==> config.mk <==
export PLATFORM = sky130hd
export DESIGN_NAME = fetch_unit_flat
export DESIGN_NICKNAME = d
export VERILOG_FILES = /design/src/rtl/fetch_unit_if.sv /design/src/rtl/fetch_unit.sv /design/src/flat_wrapper.sv
export SDC_FILE = /design/constraint.sdc
export NUM_CORES = 1
export LEC_CHECK = 0
export ABC_AREA = 1
export CORE_ASPECT_RATIO = 1.5
export CORE_UTILIZATION = 52
export CTS_CLUSTER_SIZE = 25
export DETAILED_ROUTE_END_ITERATION = 7
export GPL_TIMING_DRIVEN = 0
export PLACE_DENSITY = 0.78
export SLEW_MARGIN = 15
export SYNTH_ARGS = -nofsm -noshare
export SYNTH_HDL_FRONTEND = slang
export SYNTH_SLANG_ARGS = --single-unit
export TNS_END_PERCENT = 50
==> constraint.sdc <==
create_clock -name clk -period 6.46 [get_ports clk]
set_clock_uncertainty 0.1 [all_clocks]
set_input_delay 1.292 -clock clk [delete_from_list [all_inputs] [get_ports clk]]
set_output_delay 1.292 -clock clk [all_outputs]
set_load 0.02 [all_outputs]
==> src/rtl/fetch_unit_if.sv <==
// Signal bundle between the fetch stage, instruction memory, the redirect source and decode.
// The fetch stage connects through the master modport; its environment uses the slave modport.
interface fetch_unit_if #(
    parameter int WIDTH = 32
);
    logic             imem_req_valid;
    logic             imem_req_ready;
    logic [WIDTH-1:0] imem_req_addr;
    logic             imem_rsp_valid;
    logic [WIDTH-1:0] imem_rsp_data;
    logic             redirect_valid;
    logic [WIDTH-1:0] redirect_pc;
    logic             id_valid;
    logic             id_ready;
    logic [WIDTH-1:0] id_instr;
    logic [WIDTH-1:0] id_pc;
    logic [WIDTH-1:0] id_pc_plus4;

    // Handshakes: a transfer happens on a rising edge where valid && ready; a valid
    // source keeps its payload stable until then (a redirect may move imem_req_addr).
    modport master (
        output imem_req_valid, imem_req_addr,
        input  imem_req_ready,
        input  imem_rsp_valid, imem_rsp_data,
        input  redirect_valid, redirect_pc,
        output id_valid, id_instr, id_pc, id_pc_plus4,
        input  id_ready
    );

    modport slave (
        input  imem_req_valid, imem_req_addr,
        output imem_req_ready,
        output imem_rsp_valid, imem_rsp_data,
        output redirect_valid, redirect_pc,
        input  id_valid, id_instr, id_pc, id_pc_plus4,
        output id_ready
    );
endinterface

==> src/rtl/fetch_unit.sv <==
// Instruction fetch: credit-limited word fetches, in-order response buffer tagged with PCs,
// and redirect handling that flushes the buffer and drops responses for stale requests.
module fetch_unit #(
    parameter int               WIDTH    = 32,
    parameter logic [WIDTH-1:0] RESET_PC = '0,
    parameter int               DEPTH    = 2
) (
    input logic          clk,
    input logic          rst_n,
    fetch_unit_if.master bus
);
    localparam int PW = (DEPTH > 1) ? $clog2(DEPTH) : 1;
    localparam int CW = $clog2(DEPTH + 1);

    typedef logic [PW-1:0] ptr_t;
    typedef logic [CW-1:0] cnt_t;

    localparam ptr_t        PTR_LAST = ptr_t'(DEPTH - 1);
    localparam logic [CW:0] CREDITS  = (CW + 1)'(DEPTH);

    function automatic ptr_t ptr_inc(input ptr_t p);
        return (p == PTR_LAST) ? '0 : p + ptr_t'(1);
    endfunction

    logic             r_run;
    logic [WIDTH-1:0] r_pc;
    cnt_t             r_outstanding;
    cnt_t             r_drop_cnt;
    cnt_t             r_count;
    ptr_t             r_tag_wr;
    ptr_t             r_tag_rd;
    ptr_t             r_buf_wr;
    ptr_t             r_buf_rd;
    logic [WIDTH-1:0] r_tag_q     [DEPTH];
    logic [WIDTH-1:0] r_buf_instr [DEPTH];
    logic [WIDTH-1:0] r_buf_pc    [DEPTH];

    logic [CW:0]      w_used;
    logic             w_req_valid;
    logic             w_req_fire;
    logic             w_rsp;
    logic             w_drop;
    logic             w_keep;
    logic             w_id_valid;
    logic             w_pop;
    logic             w_redirect;
    cnt_t             w_out_next;

    // Every outstanding request owns a buffer slot, so responses never need backpressure.
    assign w_used      = {1'b0, r_outstanding} + {1'b0, r_count};
    assign w_req_valid = r_run && (w_used < CREDITS);
    assign w_req_fire  = w_req_valid && bus.imem_req_ready;
    assign w_rsp       = bus.imem_rsp_valid;
    assign w_drop      = w_rsp && (r_drop_cnt != '0);
    assign w_keep      = w_rsp && (r_drop_cnt == '0);
    assign w_id_valid  = (r_count != '0);
    assign w_pop       = w_id_valid && bus.id_ready;
    assign w_redirect  = bus.redirect_valid;
    assign w_out_next  = r_outstanding + cnt_t'(w_req_fire) - cnt_t'(w_rsp);

    always_ff @(posedge clk) begin
        if (!rst_n) begin
            r_run         <= 1'b0;
            r_pc          <= RESET_PC;
            r_outstanding <= '0;
            r_drop_cnt    <= '0;
            r_count       <= '0;
            r_tag_wr      <= '0;
            r_tag_rd      <= '0;
            r_buf_wr      <= '0;
            r_buf_rd      <= '0;
        end else begin
            r_run         <= 1'b1;
            r_outstanding <= w_out_next;
            if (w_req_fire) r_tag_wr <= ptr_inc(r_tag_wr);
            if (w_rsp)      r_tag_rd <= ptr_inc(r_tag_rd);

            if (w_redirect) begin
                // Whatever is still in flight after this edge belongs to the old path.
                r_pc       <= {bus.redirect_pc[WIDTH-1:2], 2'b00};
                r_drop_cnt <= w_out_next;
                r_count    <= '0;
                r_buf_wr   <= '0;
                r_buf_rd   <= '0;
            end else begin
                if (w_req_fire) r_pc <= r_pc + WIDTH'(4);
                if (w_drop)     r_drop_cnt <= r_drop_cnt - cnt_t'(1);
                if (w_keep)     r_buf_wr <= ptr_inc(r_buf_wr);
                if (w_pop)      r_buf_rd <= ptr_inc(r_buf_rd);
                r_count <= r_count + cnt_t'(w_keep) - cnt_t'(w_pop);
            end
        end
    end

    // Storage needs no reset: pointers and counters decide what is live.
    always_ff @(posedge clk) begin
        if (w_req_fire) r_tag_q[r_tag_wr] <= r_pc;
        if (w_keep) begin
            r_buf_instr[r_buf_wr] <= bus.imem_rsp_data;
            r_buf_pc[r_buf_wr]    <= r_tag_q[r_tag_rd];
        end
    end

    assign bus.imem_req_valid = w_req_valid;
    assign bus.imem_req_addr  = r_pc;
    assign bus.id_valid       = w_id_valid;
    assign bus.id_instr       = w_id_valid ? r_buf_instr[r_buf_rd] : '0;
    assign bus.id_pc          = w_id_valid ? r_buf_pc[r_buf_rd] : '0;
    assign bus.id_pc_plus4    = w_id_valid ? (r_buf_pc[r_buf_rd] + WIDTH'(4)) : '0;

    a_credit_bound: assert property (@(posedge clk) disable iff (!rst_n)
        w_used <= CREDITS);
    a_drop_bound: assert property (@(posedge clk) disable iff (!rst_n)
        r_drop_cnt <= r_outstanding);
    a_rsp_expected: assert property (@(posedge clk) disable iff (!rst_n)
        !(bus.imem_rsp_valid && (r_outstanding == '0)));
endmodule

==> src/flat_wrapper.sv <==
// flat-port wrapper written by rule: the top's interface ports become plain ports
module fetch_unit_flat 
#(
    parameter int               WIDTH    = 32,
    parameter logic [WIDTH-1:0] RESET_PC = '0,
    parameter int               DEPTH    = 2
)
  (clk, rst_n, bus_imem_req_valid, bus_imem_req_addr, bus_imem_req_ready, bus_imem_rsp_valid, bus_imem_rsp_data, bus_redirect_valid, bus_redirect_pc, bus_id_valid, bus_id_instr, bus_id_pc, bus_id_pc_plus4, bus_id_ready);
  fetch_unit_if #(.WIDTH(WIDTH)) bus_i ();
  input logic clk;
  input logic rst_n;
  output wire logic [$bits(bus_i.imem_req_valid)-1:0] bus_imem_req_valid;
  output wire logic [$bits(bus_i.imem_req_addr)-1:0] bus_imem_req_addr;
  input wire logic [$bits(bus_i.imem_req_ready)-1:0] bus_imem_req_ready;
  input wire logic [$bits(bus_i.imem_rsp_valid)-1:0] bus_imem_rsp_valid;
  input wire logic [$bits(bus_i.imem_rsp_data)-1:0] bus_imem_rsp_data;
  input wire logic [$bits(bus_i.redirect_valid)-1:0] bus_redirect_valid;
  input wire logic [$bits(bus_i.redirect_pc)-1:0] bus_redirect_pc;
  output wire logic [$bits(bus_i.id_valid)-1:0] bus_id_valid;
  output wire logic [$bits(bus_i.id_instr)-1:0] bus_id_instr;
  output wire logic [$bits(bus_i.id_pc)-1:0] bus_id_pc;
  output wire logic [$bits(bus_i.id_pc_plus4)-1:0] bus_id_pc_plus4;
  input wire logic [$bits(bus_i.id_ready)-1:0] bus_id_ready;
  assign bus_imem_req_valid = bus_i.imem_req_valid;
  assign bus_imem_req_addr = bus_i.imem_req_addr;
  assign bus_i.imem_req_ready = bus_imem_req_ready;
  assign bus_i.imem_rsp_valid = bus_imem_rsp_valid;
  assign bus_i.imem_rsp_data = bus_imem_rsp_data;
  assign bus_i.redirect_valid = bus_redirect_valid;
  assign bus_i.redirect_pc = bus_redirect_pc;
  assign bus_id_valid = bus_i.id_valid;
  assign bus_id_instr = bus_i.id_instr;
  assign bus_id_pc = bus_i.id_pc;
  assign bus_id_pc_plus4 = bus_i.id_pc_plus4;
  assign bus_i.id_ready = bus_id_ready;
  fetch_unit #(.WIDTH(WIDTH), .RESET_PC(RESET_PC), .DEPTH(DEPTH)) u_core (.clk(clk), .rst_n(rst_n), .bus(bus_i));
endmodule
==> results.toml <==
[sta]
rsz0062_at_grt = "no"
hold_viol_final = 0
max_slew_margin_pct = 41.9
drv_slew = 0
final.setup.worst_slack_ns = 1.91
period_share_pct = 70.4
tns_ns = 0
hold_ws_ns = 0.402
finalCriticalPeriod_ns = 4.55
tightest_slew_ns = 0.869
fmax_mhz = 220
setup_viol = 0

[drt]
routed_wl_um = 27100
wire_per_inst_um = 16.2
drt_iter0_markers = 428
via_per_inst = 5.12
vias = 8584
firstDrtPassIters = 5
ant_nets = 0
drc_errors = 0

[floorplan]
io_pins = 200
die_width_um = 120
die_h_um = 179
die_area_um2 = 21500
core-area_um2 = 20400
num_rows = 64
start_util_pct = 53.3

[worst_hold_path]
worstHoldPathType = "reg2reg"
holdPathStages = 2
hp-start = "u_core.r_buf_rd"

[global_route]
grt-ovfl-total = 0
grt_antenna_before_repair = 0
grt_first_pass_wirelength_um = 41900
grt.total_usage_pct = 25.6
grt_pass1_vias = 8513
grt_max_degree = 29

[power_and_ir_drop]
p_leak_nw = 5.36
ir_drop_v = 0.000164
powerDensity_nw_per_um2 = 265

[critical_path]
slowest_stage = "clkdlybuf4s50_1"
cp_num_cells = 13
crit_path_max_fanout = 10
worstPathArrival_ns = 3.15
ff2ff_path_depth = 9
worstSetupStartpointType = "flop"
crit_chain = "buf_6 > buf_6 > nand2_1 > o21ai_2 > inv_1 > ha_1 > inv_1 > nor2_1 > nand2_1 > nand2_1 > nand2_1 > nor2_1 > clkdlybuf4s50_1"
required_ns = 5.07
critPathMaxStageDelay_ns = 0.62
worst-r2r-setup-slack_ns = 3.79
crit_path_end_kind = "primary output"
cpMostUsedCell = "nand2_1"
crit_buf_inv = 5
r2r-start = "u_core.r_count[1]"
timing.rr.end = "u_core.r_count[1]"
crit_type = "reg2out"
crit_family = "buffers and inverters"

[synthesis]
synthCells = 1175
yosysSeqAreaShare_pct = 58.7
synth_top_area_share_pct = 50.8
yosys.area.top_type = "edfxtp_1"
synthTopCellsByArea = "edfxtp_1 51%, nand2_1 12%, dfxtp_1 7.9%"
avgSynthCellArea_um2 = 9.26
synth.most_common_cell = "nand2_1"
synth_flop_cell = "edfxtp_1"
synth_edf_count = 184
yosys_warnings = 0
syn-cell-area_um2 = 10900
synthArstFlopShare_pct = 0
ys_types = 39
synth_common_cells = "359 x nand2_1, 184 x edfxtp_1, 124 x nor2_1"
ys_seq_elements = 227

[placed_design]
pre_cts_slack_ns = 2.48
gp_congestion = 0.981
portBuffers = 190
dpl-instance-area_um2 = 13300
hpwl_um = 20500

[clocking]
cts_tree = "yes"
clock_path_buffers = 3
cts.root.buffer_cell = "clkbuf_16"
ctsResizeCount = 0
clock_latency_ns = 0.49
htreeDepth = 1
clk_pin_slew_ns = 0.06
postCtsSetupBuffers = 0
cts_hold_buf = 0
cts_buffers = 21
cts.sinks = 227

[finish]
post_route_cells_drive_above_1_share_pct = 11.5
antenna_cells = 0
n_fill_cell = 1591
layout.nets = 1476
design_area_um2 = 14000
syn_to_final_growth_pct = 28.9

[flow_run]
maxCapViolations = 0

[status]
status = "completed"
-- cells by family after synthesis --
kind of cell	count (synthesis)	synth area share [%]
simple gates	612	24.0
flops	227	58.7
xor+xnor	16	1.29
other cells	1	0.0345
buf+inv	171	6.74
compound gates	111	5.24
fa+ha+maj	7	0.874
mux	30	3.10
-- area by class of cell --
cell class | count | area [um2] | share of cell area [%]
Buffer | 44 | 251 | 1.79
Clock buffer | 30 | 599 | 4.27
Clock inverter | 7 | 124 | 0.883
Inverter | 127 | 482 | 3.43
Multi-Input combinational cell | 782 | 3810 | 27.2
Sequential cell | 227 | 6390 | 45.5
Tap cell | 264 | 330 | 2.35
Timing Repair Buffer | 196 | 2040 | 14.6
-- worst max-delay path by stage --
stage	endpoint	slack [ns]
floorplan	u_core.r_buf_instr[1][0]	1.89
global placement	u_core.r_buf_instr[0][8]	-0.12
detailed placement	bus_id_pc_plus4[30]	2.48
CTS	bus_id_pc[19]	1.93
global route	bus_id_pc_plus4[28]	1.69
finish	bus_id_pc_plus4[28]	1.91
-- worst min-delay path: stages (launching register included) --
cell and delay, ns:
dfxtp_1 0.31, nand2_1 0.08, a21oi_1 0.06
-- stage by stage --
step | total power, mW | cells | util, %
floorplan | 2.16 | 1180 | -
CTS | 3.73 | 1677 | 68.7
detailed placement | 2.45 | 1640 | 65.2
finish | 3.71 | 1677 | 68.7
global route | 3.85 | 1677 | 68.7
global placement | 2.43 | 1634 | 64.3
-- power by group --
group / total (mW) / internal (mW) / switching (mW)
clock: 1.28 / 0.771 / 0.514
sequential: 1.75 / 1.70 / 0.0507
combinational: 0.678 / 0.272 / 0.406
total: 3.71 / 2.74 / 0.971
-- routing by layer --
layer,track usage (%),vias up,part of all wire (%)
li1,-,4250,-
met1,25.7,3925,35
met2,48.6,326,52
met3,3.56,83,6.0
met4,17.0,0,6.4
met5,0,-,0
-- sequential cells by signal, summed over array words and instances (netlist names), named ones only --
register and count:
u_core.r_run 1, u_core.r_buf_rd 1, u_core.r_buf_wr 1, u_core.r_buf_pc 60, u_core.r_buf_instr 64, u_core.r_drop_cnt 2
u_core.r_tag_q 60, u_core.r_tag_wr 1, u_core.r_tag_rd 1, u_core.r_outstanding 2, u_core.bus.imem_req_addr 30, u_core.r_count 2
-- placed cells by master (no fill, tap or decap), types with 3 or more instances in the layout --
master	synthesis	layout
conb_1	1	6
clkbuf_16	0	21
inv_6	1	3
clkbuf_8	0	4
inv_2	6	6
bufinv_16	0	3
nand3_1	56	56
xnor2_1	6	6
or2_2	6	6
nor2_1	124	120
clkbuf_1	17	22
buf_2	6	6
nand2_2	31	31
mux2_2	30	30
xor2_1	10	10
inv_1	118	118
buf_12	0	3
nand4_1	3	3
nand2_1	359	359
dfxtp_1	43	43
buf_4	8	8
a31oi_1	7	7
buf_16	0	3
buf_6	5	5
ha_1	6	6
buf_1	7	7
edfxtp_1	184	184
a21oi_1	66	66
nor2_4	9	13
o21ai_0	34	34
nand2_4	3	3
nor2_2	12	12
nor3_1	3	3
clkdlybuf4s50_1	0	190
No activity file was read; power rests on OpenSTA's default activity.
